--- config.mk ---
export PLATFORM = sky130hd
export DESIGN_NAME = ps2_scan_decoder
export DESIGN_NICKNAME = d
export VERILOG_FILES = /design/src/rtl/ps2_pkg.sv /design/src/rtl/ps2_evt_fifo.sv /design/src/rtl/ps2_scan_decoder.sv
export SDC_FILE = /design/constraint.sdc
export NUM_CORES = 1
export LEC_CHECK = 0
export BUFFER_PORTS_ARGS = -buffer_cell sky130_fd_sc_hd__buf_2
export CORE_MARGIN = 3
export CORE_UTILIZATION = 55
export DETAILED_ROUTE_END_ITERATION = 16
export PLACE_DENSITY = 0.84
export SKIP_LAST_GASP = 1
export SLEW_MARGIN = 10
export SYNTH_ARGS = -nofsm -noshare
export SYNTH_HDL_FRONTEND = slang
export SYNTH_SLANG_ARGS = --single-unit
--- constraint.sdc ---
create_clock -name i_clk -period 4.55 [get_ports i_clk]
set_input_delay 0.91 -clock i_clk [delete_from_list [all_inputs] [get_ports i_clk]]
set_output_delay 0.91 -clock i_clk [all_outputs]
set_load 0.01 [all_outputs]
--- src/rtl/ps2_pkg.sv ---
// Shared PS/2 scan-code constants, decoder state encoding and the event record.
package ps2_pkg;

  localparam logic [7:0] SC_EXT      = 8'hE0;
  localparam logic [7:0] SC_BRK      = 8'hF0;
  localparam logic [7:0] SC_PAUSE    = 8'hE1;
  localparam logic [7:0] SC_BAT      = 8'hAA;
  localparam logic [7:0] SC_BAT_FAIL = 8'hFC;
  localparam logic [7:0] SC_ERR_LO   = 8'h00;
  localparam logic [7:0] SC_ERR_HI   = 8'hFF;
  localparam logic [7:0] SC_ACK      = 8'hFA;
  localparam logic [7:0] SC_RESEND   = 8'hFE;
  localparam logic [7:0] SC_ECHO     = 8'hEE;
  localparam logic [7:0] SC_LSHIFT   = 8'h12;
  localparam logic [7:0] SC_RSHIFT   = 8'h59;
  localparam logic [7:0] SC_CTRL     = 8'h14;
  localparam logic [7:0] SC_ALT      = 8'h11;

  // Bytes following the E1 that opens the Pause/Break sequence.
  localparam int unsigned PAUSE_TAIL = 7;

  typedef enum logic [2:0] {IDLE, EXT, BRK, EXT_BRK, PAUSE} ps2_state_e;

  typedef struct packed {
    logic [7:0] code;
    logic       ext;
    logic       brk;
  } ps2_evt_t;

  function automatic ps2_evt_t mk_evt(input logic [7:0] code, input logic ext, input logic brk);
    ps2_evt_t e;
    e.code = code;
    e.ext  = ext;
    e.brk  = brk;
    return e;
  endfunction

endpackage

--- src/rtl/ps2_evt_fifo.sv ---
// Synchronous event FIFO: push/full write side, valid/ready read side, zeroed head when empty.
module ps2_evt_fifo
  import ps2_pkg::*;
#(
  parameter int unsigned DEPTH = 4
) (
  input  logic     i_clk,
  input  logic     i_rst,
  input  logic     i_push,
  input  ps2_evt_t i_wdata,
  output logic     o_full,
  output logic     o_vld,
  input  logic     i_rdy,
  output ps2_evt_t o_rdata
);

  localparam int unsigned AW = $clog2(DEPTH);

  ps2_evt_t      mem_q [DEPTH];
  logic [AW-1:0] wr_q;
  logic [AW-1:0] rd_q;
  logic [AW:0]   cnt_q;
  logic          push;
  logic          pop;

  assign o_full  = (cnt_q == (AW+1)'(DEPTH));
  assign o_vld   = (cnt_q != '0);
  assign pop     = o_vld && i_rdy;
  // A pop in the same cycle frees the slot, so a push into a full FIFO is still taken.
  assign push    = i_push && (!o_full || pop);
  assign o_rdata = o_vld ? mem_q[rd_q] : '0;

  always_ff @(posedge i_clk or posedge i_rst) begin
    if (i_rst) begin
      wr_q  <= '0;
      rd_q  <= '0;
      cnt_q <= '0;
    end else begin
      if (push) wr_q <= wr_q + AW'(1);
      if (pop)  rd_q <= rd_q + AW'(1);
      if (push && !pop)      cnt_q <= cnt_q + (AW+1)'(1);
      else if (!push && pop) cnt_q <= cnt_q - (AW+1)'(1);
    end
  end

  always_ff @(posedge i_clk) begin
    if (push) mem_q[wr_q] <= i_wdata;
  end

endmodule

--- src/rtl/ps2_scan_decoder.sv ---
// PS/2 set-2 scan-code decoder: prefix FSM, modifier tracking, inter-byte timeout, buffered key events.
module ps2_scan_decoder
  import ps2_pkg::*;
#(
  parameter int unsigned FIFO_DEPTH  = 4,
  parameter int unsigned TIMEOUT_CYC = 100000
) (
  input  logic       i_clk,
  input  logic       i_rst,
  input  logic [7:0] i_byte,
  input  logic       i_byte_vld,
  output logic       o_evt_vld,
  input  logic       i_evt_rdy,
  output logic [7:0] o_evt_code,
  output logic       o_evt_ext,
  output logic       o_evt_brk,
  output logic [2:0] o_mod,
  output logic       o_bat_ok,
  output logic       o_err,
  output logic       o_ovf
);

  localparam int unsigned TW = $clog2(TIMEOUT_CYC + 1);

  ps2_state_e state_q, state_d;
  logic [2:0]    pcnt_q, pcnt_d;
  logic [TW-1:0] tcnt_q, tcnt_d;
  logic lsh_q, lsh_d, rsh_q, rsh_d, ctrl_q, ctrl_d, alt_q, alt_d;
  logic bat_q, bat_d, err_q, err_d, ovf_q, ovf_d;
  logic     emit;
  ps2_evt_t evt;
  ps2_evt_t head;
  logic     fifo_full;
  logic     pop;
  logic     push;

  always_comb begin
    state_d = state_q;
    pcnt_d  = pcnt_q;
    tcnt_d  = tcnt_q;
    emit    = 1'b0;
    evt     = '0;
    bat_d   = 1'b0;
    err_d   = 1'b0;
    if (i_byte_vld) begin
      // A byte landing on the timeout cycle is decoded; the timeout is skipped.
      tcnt_d = '0;
      unique case (state_q)
        IDLE: begin
          case (i_byte)
            SC_EXT:   state_d = EXT;
            SC_BRK:   state_d = BRK;
            SC_PAUSE: begin
              state_d = PAUSE;
              pcnt_d  = '0;
            end
            SC_BAT:                           bat_d = 1'b1;
            SC_BAT_FAIL, SC_ERR_LO, SC_ERR_HI: err_d = 1'b1;
            SC_ACK, SC_RESEND, SC_ECHO:       ;
            default: begin
              emit = 1'b1;
              evt  = mk_evt(i_byte, 1'b0, 1'b0);
            end
          endcase
        end
        EXT: begin
          if (i_byte == SC_BRK) begin
            state_d = EXT_BRK;
          end else begin
            emit    = 1'b1;
            evt     = mk_evt(i_byte, 1'b1, 1'b0);
            state_d = IDLE;
          end
        end
        BRK: begin
          emit    = 1'b1;
          evt     = mk_evt(i_byte, 1'b0, 1'b1);
          state_d = IDLE;
        end
        EXT_BRK: begin
          emit    = 1'b1;
          evt     = mk_evt(i_byte, 1'b1, 1'b1);
          state_d = IDLE;
        end
        PAUSE: begin
          if (pcnt_q == 3'(PAUSE_TAIL - 1)) begin
            emit    = 1'b1;
            evt     = mk_evt(SC_PAUSE, 1'b0, 1'b0);
            state_d = IDLE;
          end else begin
            pcnt_d = pcnt_q + 3'd1;
          end
        end
        default: state_d = IDLE;
      endcase
    end else if (state_q != IDLE) begin
      if (tcnt_q == TW'(TIMEOUT_CYC - 1)) begin
        state_d = IDLE;
        err_d   = 1'b1;
        tcnt_d  = '0;
      end else begin
        tcnt_d = tcnt_q + TW'(1);
      end
    end else begin
      tcnt_d = '0;
    end
  end

  always_comb begin
    lsh_d  = lsh_q;
    rsh_d  = rsh_q;
    ctrl_d = ctrl_q;
    alt_d  = alt_q;
    if (emit) begin
      case (evt.code)
        SC_LSHIFT: if (!evt.ext) lsh_d = !evt.brk;
        SC_RSHIFT: if (!evt.ext) rsh_d = !evt.brk;
        SC_CTRL:   ctrl_d = !evt.brk;
        SC_ALT:    alt_d  = !evt.brk;
        default:   ;
      endcase
    end
  end

  assign pop   = o_evt_vld && i_evt_rdy;
  assign push  = emit && (!fifo_full || pop);
  assign ovf_d = emit && fifo_full && !pop;

  always_ff @(posedge i_clk or posedge i_rst) begin
    if (i_rst) begin
      state_q <= IDLE;
      pcnt_q  <= '0;
      tcnt_q  <= '0;
      lsh_q   <= 1'b0;
      rsh_q   <= 1'b0;
      ctrl_q  <= 1'b0;
      alt_q   <= 1'b0;
      bat_q   <= 1'b0;
      err_q   <= 1'b0;
      ovf_q   <= 1'b0;
    end else begin
      state_q <= state_d;
      pcnt_q  <= pcnt_d;
      tcnt_q  <= tcnt_d;
      lsh_q   <= lsh_d;
      rsh_q   <= rsh_d;
      ctrl_q  <= ctrl_d;
      alt_q   <= alt_d;
      bat_q   <= bat_d;
      err_q   <= err_d;
      ovf_q   <= ovf_d;
    end
  end

  ps2_evt_fifo #(
    .DEPTH(FIFO_DEPTH)
  ) u_fifo (
    .i_clk  (i_clk),
    .i_rst  (i_rst),
    .i_push (push),
    .i_wdata(evt),
    .o_full (fifo_full),
    .o_vld  (o_evt_vld),
    .i_rdy  (i_evt_rdy),
    .o_rdata(head)
  );

  assign o_evt_code = head.code;
  assign o_evt_ext  = head.ext;
  assign o_evt_brk  = head.brk;
  assign o_mod      = {alt_q, ctrl_q, lsh_q | rsh_q};
  assign o_bat_ok   = bat_q;
  assign o_err      = err_q;
  assign o_ovf      = ovf_q;

endmodule

# Word-level counts from Yosys, hierarchy flattened

Memories as Yosys holds them, arrays and structs flattened.
Cells that the tools add are included.
Widths: inputs -> output; s select.

Input bits: 12
Output and inout bits: 17
Bits in writable memories: 40
Bits in latches: 0
Word-level logic and storage cells: 111
Memory bits (read-only): 0
Memories kept: 1
Flip-flop bits (word level): 37

Shifts and indexed selects: 0
Add/sub/neg operators: 6
Divide/modulo/power cells: 0
$lt $le $gt $ge: 0
Equality and inequality tests: 24
Bitwise operators: 2
Mux-type cells: 36
Multipliers: 0
Reductions and logical operators: 29

Memory list:

| memory       | words | width | read ports | clocked after memory_dff | write ports | RTL line           | source |
|---|---|---|---|---|---|---|---|
| u_fifo.mem_q | 4     | 10    | 1          | 0                        | 1           | ps2_evt_fifo.sv:19 | `ps2_evt_t mem_q [DEPTH];` |

Operators by type and width:

| cell                  | number |
|---|---|
| $eq 8x8->1 const B    | 9 |
| $mux 17               | 3 |
| $mux 10               | 5 |
| $pmux 10 s5           | 1 |
| $eq 8x5->1 const B    | 3 |
| $mux 3                | 8 |
| $pmux 3 s3            | 2 |
| $add 17x1->17 const B | 1 |
| $eq 17x17->1 const B  | 1 |
| $mux 1                | 14 |
| $reduce_or 10->1      | 1 |
| $eq 3x3->1 const B    | 3 |
| $eq 8x7->1 const B    | 1 |
| $logic_not 8->1       | 1 |
| $reduce_and 4->1      | 2 |
| $reduce_bool 2->1     | 4 |
| $logic_and 1x1->1     | 7 |
| $add 3x1->3 const B   | 2 |
| $eq 3x2->1 const B    | 2 |
| $pmux 3 s2            | 1 |
| $reduce_and 3->1      | 2 |
| $reduce_bool 3->1     | 2 |
| $ne 5x3->1 const B    | 1 |
| $add 2x1->2 const B   | 2 |
| other kinds (15)      | 19 |

# Logic depth before layout (Yosys ltp)

Gate-level depths: netlist of the first run.

Depth after elaboration: 11
Mapped depth: 12
Gate-level depth less buffers: 11

# Modules after synthesis

From an unflattened synthesis of the first run, not the netlist that was laid out.

Cell total of the unflattened synthesis: 313
Area, all modules: 3833.7 um^2

By module, submodules not included:

| module           | seq. area each (um^2) | cells each | area an instance (um^2) | instances |
|---|---|---|---|---|
| ps2_evt_fifo     | 1376.3                | 99         | 1935.6                  | 1 |
| ps2_scan_decoder | 750.7                 | 214        | 1898.1                  | 1 |

# Least setup slack after synthesis of the first run

No wires, ideal clock.

Path type: in2reg
From: input port i_byte[2]
To: register u_fifo.cnt_q[1]
Cell stages on the path: 10
Setup slack: 1155 ps
Arrival: 3270 ps
Buffers on the path: 1
Data required time: 4425 ps
Library setup time: 125 ps
Path through: clkbuf_1 or3_1 a211oi_1 nor2_1 a31oi_2 a21oi_1 ha_1 inv_1 fa_1 mux2_2

Longest elaborated chain between the ends: 10
Elaborated cells between the ends (all ways): 22
Those cells by class: eq/ne: 9; mux: 5; reduce/logical: 8

Ends and longest elaborated chain:

| what                               | RTL line                                       | source |
|---|---|---|
| start: declaration                 | ps2_scan_decoder.sv:10                         | `input logic [7:0] i_byte,` |
| $eq 8x8->1 (tied with other cells) | ps2_scan_decoder.sv:50, ps2_scan_decoder.sv:67 |  |
| $reduce_or 10->1 (no source line)  | --                                             |  |
| $mux 1                             | ps2_scan_decoder.sv:50                         | `case (i_byte)` |
| $pmux 1 s4 (*)                     | ps2_scan_decoder.sv:48                         | `unique case (state_q)` |
| $mux 1 (*)                         | ps2_scan_decoder.sv:45                         | `if (i_byte_vld) begin` |
| $logic_and 1x1->1 (*)              | ps2_scan_decoder.sv:126                        | `assign push = emit && (!fifo_full \|\| pop);` |
| $logic_and 1x1->1 (*)              | ps2_evt_fifo.sv:30                             | `assign push = i_push && (!o_full \|\| pop);` |
| via u_fifo.push                    | ps2_evt_fifo.sv:23                             | `logic push;` |
| $logic_not 1->1                    | ps2_evt_fifo.sv:42                             | `else if (!push && pop) cnt_q <= cnt_q - (AW+1)'(1);` |
| $logic_and 1x1->1                  | ps2_evt_fifo.sv:42                             |  |
| $reduce_bool 2->1 (no source line) | --                                             |  |
| end signal: assignment             | ps2_evt_fifo.sv:41                             | `if (push && !pop) cnt_q <= cnt_q + (AW+1)'(1);` |
| end signal: assignment             | ps2_evt_fifo.sv:42                             |  |
| end: declaration                   | ps2_evt_fifo.sv:22                             | `logic [AW:0] cnt_q;` |

Mark *: on every way through the listed nets, which the timed path passes. The rest lies on a longest branch.
A chain may end at the register's enable or synchronous reset.

# Worst setup path in the final report of the first run

From: input port i_byte[4]
To: register u_fifo.cnt_q[1]

The elaborated chain is that of the path after synthesis.

==> results of run 1 <==
## area by class of cell
cell class	count	area (um^2)	area share
sequential	77	2130	0.500
multi-input combinational	218	1610	0.379
timing repair buffer	29	148	0.0347
clock buffer	9	124	0.0291
tap	93	116	0.0274
clock inverter	7	65.1	0.0153
inverter	16	60.1	0.0141
## worst paths after layout
path                       depth (start not counted)               to             from  slack (ns)
max                                               10  u_fifo.cnt_q[1]        i_byte[4]        1.28
min                                                1  u_fifo.cnt_q[2]  u_fifo.cnt_q[2]        0.49
max reg2reg                                       11  u_fifo.cnt_q[2]       state_q[1]        1.34
min reg2reg                                        1  u_fifo.cnt_q[2]  u_fifo.cnt_q[2]        0.49
max in group asynchronous                          3         o_bat_ok            i_rst        3.54
min in group asynchronous                          3  u_fifo.cnt_q[2]            i_rst        0.67
## metal layers
layer | vias to the layer above | wire [um] | global-route usage
met1 | 1250 | 3280 | 0.257
met5 | - | 0 | 0
met4 | 0 | 65 | 0.0753
met3 | 6 | 385 | 0.0376
li1 | 1226 | - | -
met2 | 81 | 3570 | 0.307
## flip-flops by register name (all words and copies together) (netlist names)
| register | count |
|---|---|
| alt_q | 1 |
| state_q | 3 |
| u_fifo.mem_q | 40 |
| u_fifo.rd_q | 2 |
| tcnt_q | 17 |
| rsh_q | 1 |
| o_err | 1 |
| o_bat_ok | 1 |
| ctrl_q | 1 |
| lsh_q | 1 |
| u_fifo.cnt_q | 3 |
| o_ovf | 1 |
| pcnt_q | 3 |
| u_fifo.wr_q | 2 |
## stage by stage
step                std cells  cell area [um^2]   util
floorplan                 327              3880      -
global placement          433              4060  0.615
detailed placement        433              4060  0.615
CTS                       449              4250  0.644
global route              449              4250  0.644
finish                    449              4250  0.644
## cell families after synthesis
kind of cell               count (synthesis)
DFF                                       77
buffers and inverters                     32
muxes                                     17
xor gates and xnor gates                  23
AOI/OAI and AO/OA                         36
adders and majority gates                  9
and+or+nand+nor                          133
## critical path, cell delays in order
cell	delay, ns
buf_2	0.19
nand4_1	0.21
or3_1	0.47
and2_1	0.21
a31oi_2	0.27
a21oi_1	0.23
ha_1	0.26
inv_1	0.07
fa_1	0.40
mux2_2	0.27
## power groups by stage
stage	Clock, mW	Sequential (mW)	Combinational (mW)
final	0.486	1.02	0.744
after global routing	0.534	1.04	0.831
after CTS	0.501	1.02	0.752
after detailed placement	0	1.04	0.747
after global placement	0	1.03	0.724
after floorplan	0	0.964	0.613
## layout by cell type (no fill, tap or decap), drive strengths merged, types with 2 or more instances in the layout
cell type	synthesis	routed
or4	2	2
nor4	7	7
nor2b	4	4
nand3	15	15
o21a	4	4
nand2	21	21
clkbuf	10	9
and2	16	16
and3	2	2
mux4	10	10
mux2	7	7
or4b	3	3
or3	5	5
a21oi	7	7
buf	6	29
o21ai	9	9
ha	8	8
edfxtp	40	40
xor2	14	14
dfrtp	37	37
a31oi	2	2
o22ai	2	2
xnor2	9	9
or2	3	3
nand4	7	7
clkinv	0	5
nor3	5	5
inv	16	17
nor2	34	34
nor4b	4	4
==> impl_metrics.toml, run 1 <==
[finish]
area_growth_pct = 9.61
nFillCells = 530
nets = 372
drive_above_1_share = 0.197
n_antenna_cell = 0

[power_and_ir_drop]
seqPwrFrac = 0.453
total_power_mw = 2.25
clock_power_share = 0.216
combPwrFrac = 0.331
switching_power_mw = 0.752
peakVddDrop_mv = 0.254
powerDensity_mw_per_mm2 = 529
netSwitchingFraction = 0.334
power.internal_mw = 1.50
leakagePower_nw = 1.69

[cts]
cts_setup_buffers = 0
clk_latency_ns = 0.33
cts_inserted_buffers = 9
clockRootBuffer = "clkbuf_8"
htreeDepth = 3
clk_pin_slew_ns = 0.08
clockBufferDepth = 2
cts_sinks = 77
cts_hold_buf = 0
tritoncts = "built"
cts_resized = 0

[placement]
dp_slack_ns = 0.948
place.gp.congestion = 0.921
hpwl_um = 5180
io_buffers = 28

[global_route]
grt_antenna_before_repair = 0
grt_pass1_vias = 2547
grt_max_degree = 38
overflow = 0
grt.total_usage = 0.191
grt_pass1_wl_um = 12200

[worst_setup_path]
setup.worst_path.end_class = "flip-flop"
crit_type = "input port to flip-flop"
start_kind = "input port"
cp.required_ns = 4.77
arrival_ns = 3.50
path_max_fanout = 10

[synthesis]
synthSimpleGateAreaFrac = 0.187
synth_warnings = 0
synth_edf_count = 40
postSynthAreaPerCell_um2 = 11.9
synth_top_family_by_area = "simple AND/OR/NAND/NOR gates"
synth-compound-area-share = 0.0674
yosysTopAreaCell = "edfxtp_1"
synth-main-ff-cell = "edfxtp_1"
syn_nets = 348
synth-xor-area-share = 0.0519
netlist_top_cells_count = "edfxtp_1, dfrtp_1, nor2_1"
async_flop_share = 0.481
synth_area_leaders = "edfxtp_1, dfrtp_1, mux4_2, nor2_1, xor2_1"
synth.most_common_cell = "edfxtp_1"
synth_area_mm2 = 0.00388
ys_types = 56
synthCells = 327
seq_area_frac_synth = 0.548
yosys-mux-area-fraction = 0.0784
synth-seq-cells = 77
netlist.area_leader.share = 0.310
synthAdderAreaFrac = 0.0310

[timing]
fin_crit_sh = 0.719
rsz0062_at_grt = "false"
max_freq_ghz = 0.306
final-hold-violation-count = 0
slew_headroom = 0.263
worst_pin_slew_ns = 1.10
setup_viol = 0
tns_ns = 0
finClkSkew_ns = 0.00711
drv_slew = 0
fin_crit_ns = 3.27
worst_slack_ns = 1.28
fin_hold_ws_ns = 0.490

[routing]
drt-total-wl_um = 7300
postRouteAntennaNets = 0
drc_errors = 0
wl_per_cell_um = 16.3
vias_per_cell = 5.71
drtPass1Iterations = 4
num_vias = 2563
drt_iter0_drc = 249

[floorplan]
rows = 29
core_area_mm2 = 0.00660
die_height_um = 90.0
chipWidth_um = 90.0
pin_count = 29
initial_core_util = 0.587
die-area_mm2 = 0.00810

[outcome]
outcome = "completed"

[run]
cap_violations = 0

[min_path]
hold_class = "flip-flop to flip-flop"
(Power assumes the default switching activity.)
==> run 2, diff against run 1 <==
- ABC_AREA: unset -> 1
- clock period: 4.55 -> 3.1 ns (I/O delays scaled with it)
==> impl_metrics.toml, run 2 <==
[outcome]
outcome = "completed"

[worst_setup_path]
arrival_ns = 2.88
rr_endpoint = "u_fifo.cnt_q[2]"
cp.required_ns = 3.32
start_kind = "flip-flop"
path_max_fanout = 6
r2r_start = "state_q[1]"
rr_worst_depth = 13
setup.worst_path.end_class = "flip-flop"
crit_type = "flip-flop to flip-flop"
ff2ff_setup_slack_ns = 0.44

[finish]
largest_register_ffs = 40
nets = 495
area_growth_pct = 11.3
drive_above_1_share = 0.177
layout_commonest_cell = "nor2_1"
regArea_mm2 = 0.00213
largestRegisters = "u_fifo.mem_q x40, tcnt_q x17"
nFillCells = 572
fin_util = 0.639
n_antenna_cell = 0
mostFrequentLayoutCells = "nor2_1, nand2_1, inv_1"
fin_area_mm2 = 0.00439
multi_input_area_mm2 = 0.00154
largest-register = "u_fifo.mem_q"

[timing]
fin_hold_ws_ns = 0.376
tns_ns = 0
final-hold-violation-count = 0
rsz0062_at_grt = "false"
finClkSkew_ns = 0.00953
fin_crit_sh = 0.858
slew_headroom = 0.632
worst_pin_slew_ns = 0.549
drv_slew = 0
setup_viol = 0
max_freq_ghz = 0.376
fin_crit_ns = 2.66

[placement]
place.gp.congestion = 0.931
placed_area_mm2 = 0.00420
io_buffers = 28
hpwl_um = 5730

[floorplan]
chipWidth_um = 90.7
pin_count = 29
initial_core_util = 0.574
die-area_mm2 = 0.00822
rows = 30
core_area_mm2 = 0.00687
die_height_um = 90.7

[cts]
clockRootBuffer = "clkbuf_8"
clk_latency_ns = 0.35
cts_sinks = 77
cts_setup_buffers = 0
cts_resized = 0
clk_pin_slew_ns = 0.08
cts_hold_buf = 0
clockBufferDepth = 2
cts_inserted_buffers = 9
tritoncts = "built"
htreeDepth = 3

[synthesis]
seq_area_frac_synth = 0.540
synth_edf_count = 40
yosysTopAreaCell = "edfxtp_1"
synth.most_common_cell = "nor2_1"
synth_area_mm2 = 0.00394
synth_warnings = 0
synth-seq-cells = 77
netlist_top_cells_count = "nor2_1, nand2_1, inv_1"
synth_area_leaders = "edfxtp_1, dfrtp_1, nor2_1, nand2_1, inv_1"
ys_types = 42
syn_nets = 461
netlist.area_leader.share = 0.305
synthCells = 440
postSynthAreaPerCell_um2 = 8.96
synth-main-ff-cell = "edfxtp_1"
async_flop_share = 0.481

[global_route]
grt_pass1_vias = 2968
grt_pass1_wl_um = 13600
overflow = 0
grt_antenna_before_repair = 0
grt.total_usage = 0.207
grt_max_degree = 38

[routing]
drt_iter0_drc = 128
drtPass1Iterations = 5
postRouteAntennaNets = 0
drt-total-wl_um = 8000
num_vias = 2998
wl_per_cell_um = 13.9
drc_errors = 0
vias_per_cell = 5.21

[min_path]
hold_class = "input port to asynchronous set/reset pin"

[run]
cap_violations = 0

[power_and_ir_drop]
powerDensity_mw_per_mm2 = 755
total_power_mw = 3.31
leakagePower_nw = 1.92
peakVddDrop_mv = 0.360
## run 2: changes by cell type after synthesis, sizes merged, moves of 6 or more
| cell | change |
|---|---|
| o21ai | +22 |
| xor2 | -8 |
| inv | +44 |
| nor2 | +68 |
| a21oi | +11 |
| mux2 | -6 |
| mux4 | -10 |
| nand2 | +48 |
| nand3 | +8 |
| xnor2 | -8 |
| and2 | -16 |
## run 2: layout make-up
class,instances,share of cell area
Timing Repair Buffer,34,0.0422
Multi-Input combinational cell,292,0.351
Clock buffer,10,0.0291
Inverter,60,0.0513
Tap cell,96,0.0274
Clock inverter,6,0.0145
Sequential cell,77,0.485
## run 2: how the worst max path moves through the flow
stage / from / end / cells after the start
4_1_cts: state_q[1] / u_fifo.cnt_q[2] / 13
2_1_floorplan: i_byte[0] / u_fifo.cnt_q[2] / 15
3_3_place_gp: i_byte[0] / u_fifo.cnt_q[2] / 16
5_1_grt: state_q[1] / u_fifo.cnt_q[2] / 13
3_5_place_dp: i_byte[1] / u_fifo.cnt_q[2] / 16
6_report: state_q[1] / u_fifo.cnt_q[2] / 13
## run 2: cells by family after synthesis
logic type | after synthesis | share of synthesized area
AOI/OAI and AO/OA | 60 | 0.0879
xor gates and xnor gates | 7 | 0.0156
adders and majority gates | 9 | 0.0305
buffers and inverters | 71 | 0.0701
DFF | 77 | 0.540
muxes | 1 | 0.00286
and+or+nand+nor | 215 | 0.254
## run 2: layer usage
metal,wire [um],track usage
met1,3500,0.252
met2,4060,0.363
met3,383,0.0583
met4,57,0.0497
met5,0,0
## run 2: per-stage QoR
stage / instances / worst slack [ns]
finish: 575 / 0.441
detailed placement: 559 / 0.138
global route: 575 / 0.235
floorplan: 440 / 0.529
CTS: 575 / 0.465
global placement: 559 / 0.264
## run 2: power by group
part,total [mW],leakage [nW],internal [mW],switching (mW)
clock,0.732,0.0923,0.370,0.362
sequential,1.39,0.856,1.29,0.0964
combinational,1.19,0.976,0.420,0.774
total,3.31,1.92,2.08,1.23
## run 2: critical path: stages (launching register included)
cell     delay, ns
dfrtp_1       0.39
nor2_2        0.21
inv_2         0.12
nor2_4        0.19
nand4_4       0.16
nand2_2       0.14
nand3_1       0.20
inv_2         0.12
ha_1          0.14
inv_1         0.07
fa_1          0.38
a21oi_1       0.15
o21ai_0       0.11
xor2_1        0.15
==> run 3, diff against run 2 <==
- RECOVER_POWER: unset -> 50
==> impl_metrics.toml, run 3 (synthesis results as in run 2) <==
[placement]
hpwl_um = 5730
io_buffers = 28
dp_slack_ns = 0.138
placedCellCount = 559
place.gp.congestion = 0.931

[finish]
nFillCells = 582
mostFrequentLayoutCells = "nor2_1, nand2_1, inv_1"
nets = 495
regArea_mm2 = 0.00213
drive_above_1_share = 0.144
layout_commonest_cell = "nor2_1"
stdcell_count = 575
largest_register_ffs = 40
n_antenna_cell = 0
multi_input_area_mm2 = 0.00150
area_growth_pct = 10.0
largestRegisters = "u_fifo.mem_q x40, tcnt_q x17"
largest-register = "u_fifo.mem_q"

[worst_setup_path]
crit_type = "input port to flip-flop"
setup.worst_path.end_class = "flip-flop"
arrival_ns = 2.92
path_max_fanout = 6
start_kind = "input port"
cp.required_ns = 3.32

[power_and_ir_drop]
powerDensity_mw_per_mm2 = 759
peakVddDrop_mv = 0.361
leakagePower_nw = 1.89

[global_route]
grt.total_usage = 0.207
grt_pass1_vias = 2968
met3_usage = 0.0583
grt_pass1_wl_um = 13600
overflow = 0
grt_antenna_before_repair = 0
grt_max_degree = 38
busiest_layer = "met2"
grt_use_met1 = 0.252
grt_util_met2 = 0.363

[timing]
worst_slack_ns = 0.399
final-hold-violation-count = 0
fin_crit_sh = 0.871
drv_slew = 38
slew_headroom = -0.357
finClkSkew_ns = 0.00933
fin_crit_ns = 2.70
tns_ns = 0
max_freq_ghz = 0.370
worst_pin_slew_ns = 2.04
setup_viol = 0
rsz0062_at_grt = "false"

[cts]
cts_resized = 0
htreeDepth = 3
cts_setup_buffers = 0
cts_hold_buf = 0
cts_sinks = 77
clockBufferDepth = 2
clockRootBuffer = "clkbuf_8"
tritoncts = "built"
clk_pin_slew_ns = 0.07
clk_latency_ns = 0.35
cts_inserted_buffers = 9

[floorplan]
die_height_um = 90.7
pin_count = 29
core_area_mm2 = 0.00687
rows = 30
chipWidth_um = 90.7
die-area_mm2 = 0.00822
initial_core_util = 0.574

[routing]
drtPass1Iterations = 5
vias_per_cell = 5.21
drc_errors = 0
wl_per_cell_um = 14.0
postRouteAntennaNets = 0
num_vias = 2996
drt_iter0_drc = 125
drt-total-wl_um = 8040

[min_path]
hold_class = "flip-flop to flip-flop"

[outcome]
violations = "capacitance limit, slew limit"
outcome = "finished with violations"

[run]
cap_violations = 1
-- run 3: final cells by class --
class                           instances  area share
Sequential cell                        77       0.490
Multi-Input combinational cell        292       0.346
Inverter                               60      0.0519
Timing Repair Buffer                   34      0.0395
Clock buffer                           10      0.0294
Tap cell                               96      0.0277
Clock inverter                          6      0.0147
-- run 3: worst paths after layout --
path / end / slack (ns) / startpoint / cells past startpoint
setup / recovery: u_fifo.cnt_q[2] / 0.40 / i_byte[1] / 15
hold / removal: tcnt_q[0] / 0.47 / tcnt_q[0] / 1
setup reg to reg: u_fifo.cnt_q[2] / 0.44 / state_q[1] / 13
hold reg to reg: tcnt_q[0] / 0.47 / tcnt_q[0] / 1
max in group asynchronous: o_err / 0.94 / i_rst / 3
min in group asynchronous: tcnt_q[2] / 1.00 / i_rst / 3
-- run 3: worst max-delay path, stage by stage --
cell      delay, ns
clkbuf_1       0.18
nor2_1         0.09
nand2_2        0.07
nor2_1         0.07
nor2_2         0.23
nand4_4        0.14
nand2_1        0.16
nand3_1        0.22
inv_2          0.13
ha_1           0.14
inv_1          0.07
fa_1           0.38
a21oi_1        0.15
o21ai_0        0.11
xor2_1         0.15
-- run 3: per-stage QoR --
stage / total power [mW] / util / cell area [um^2] / hold WS (ns)
floorplan: 2.23 / - / 3940 / 0.433
CTS: 3.33 / 0.639 / 4390 / 0.387
global route: 3.51 / 0.631 / 4340 / 0.508
detailed placement: 2.60 / 0.611 / 4200 / 0.471
finish: 3.29 / 0.631 / 4340 / 0.471
global placement: 2.52 / 0.611 / 4200 / 0.447
-- run 3: layer usage --
metal  part of all wire  wire, um
met1               0.43      3490
met2               0.51      4090
met3              0.049       397
met4             0.0078        63
met5                  0         0
-- run 3: power breakdown --
part / internal [mW] / switching (mW)
Sequential: 1.29 / 0.0967
Combinational: 0.408 / 0.762
Clock: 0.370 / 0.363
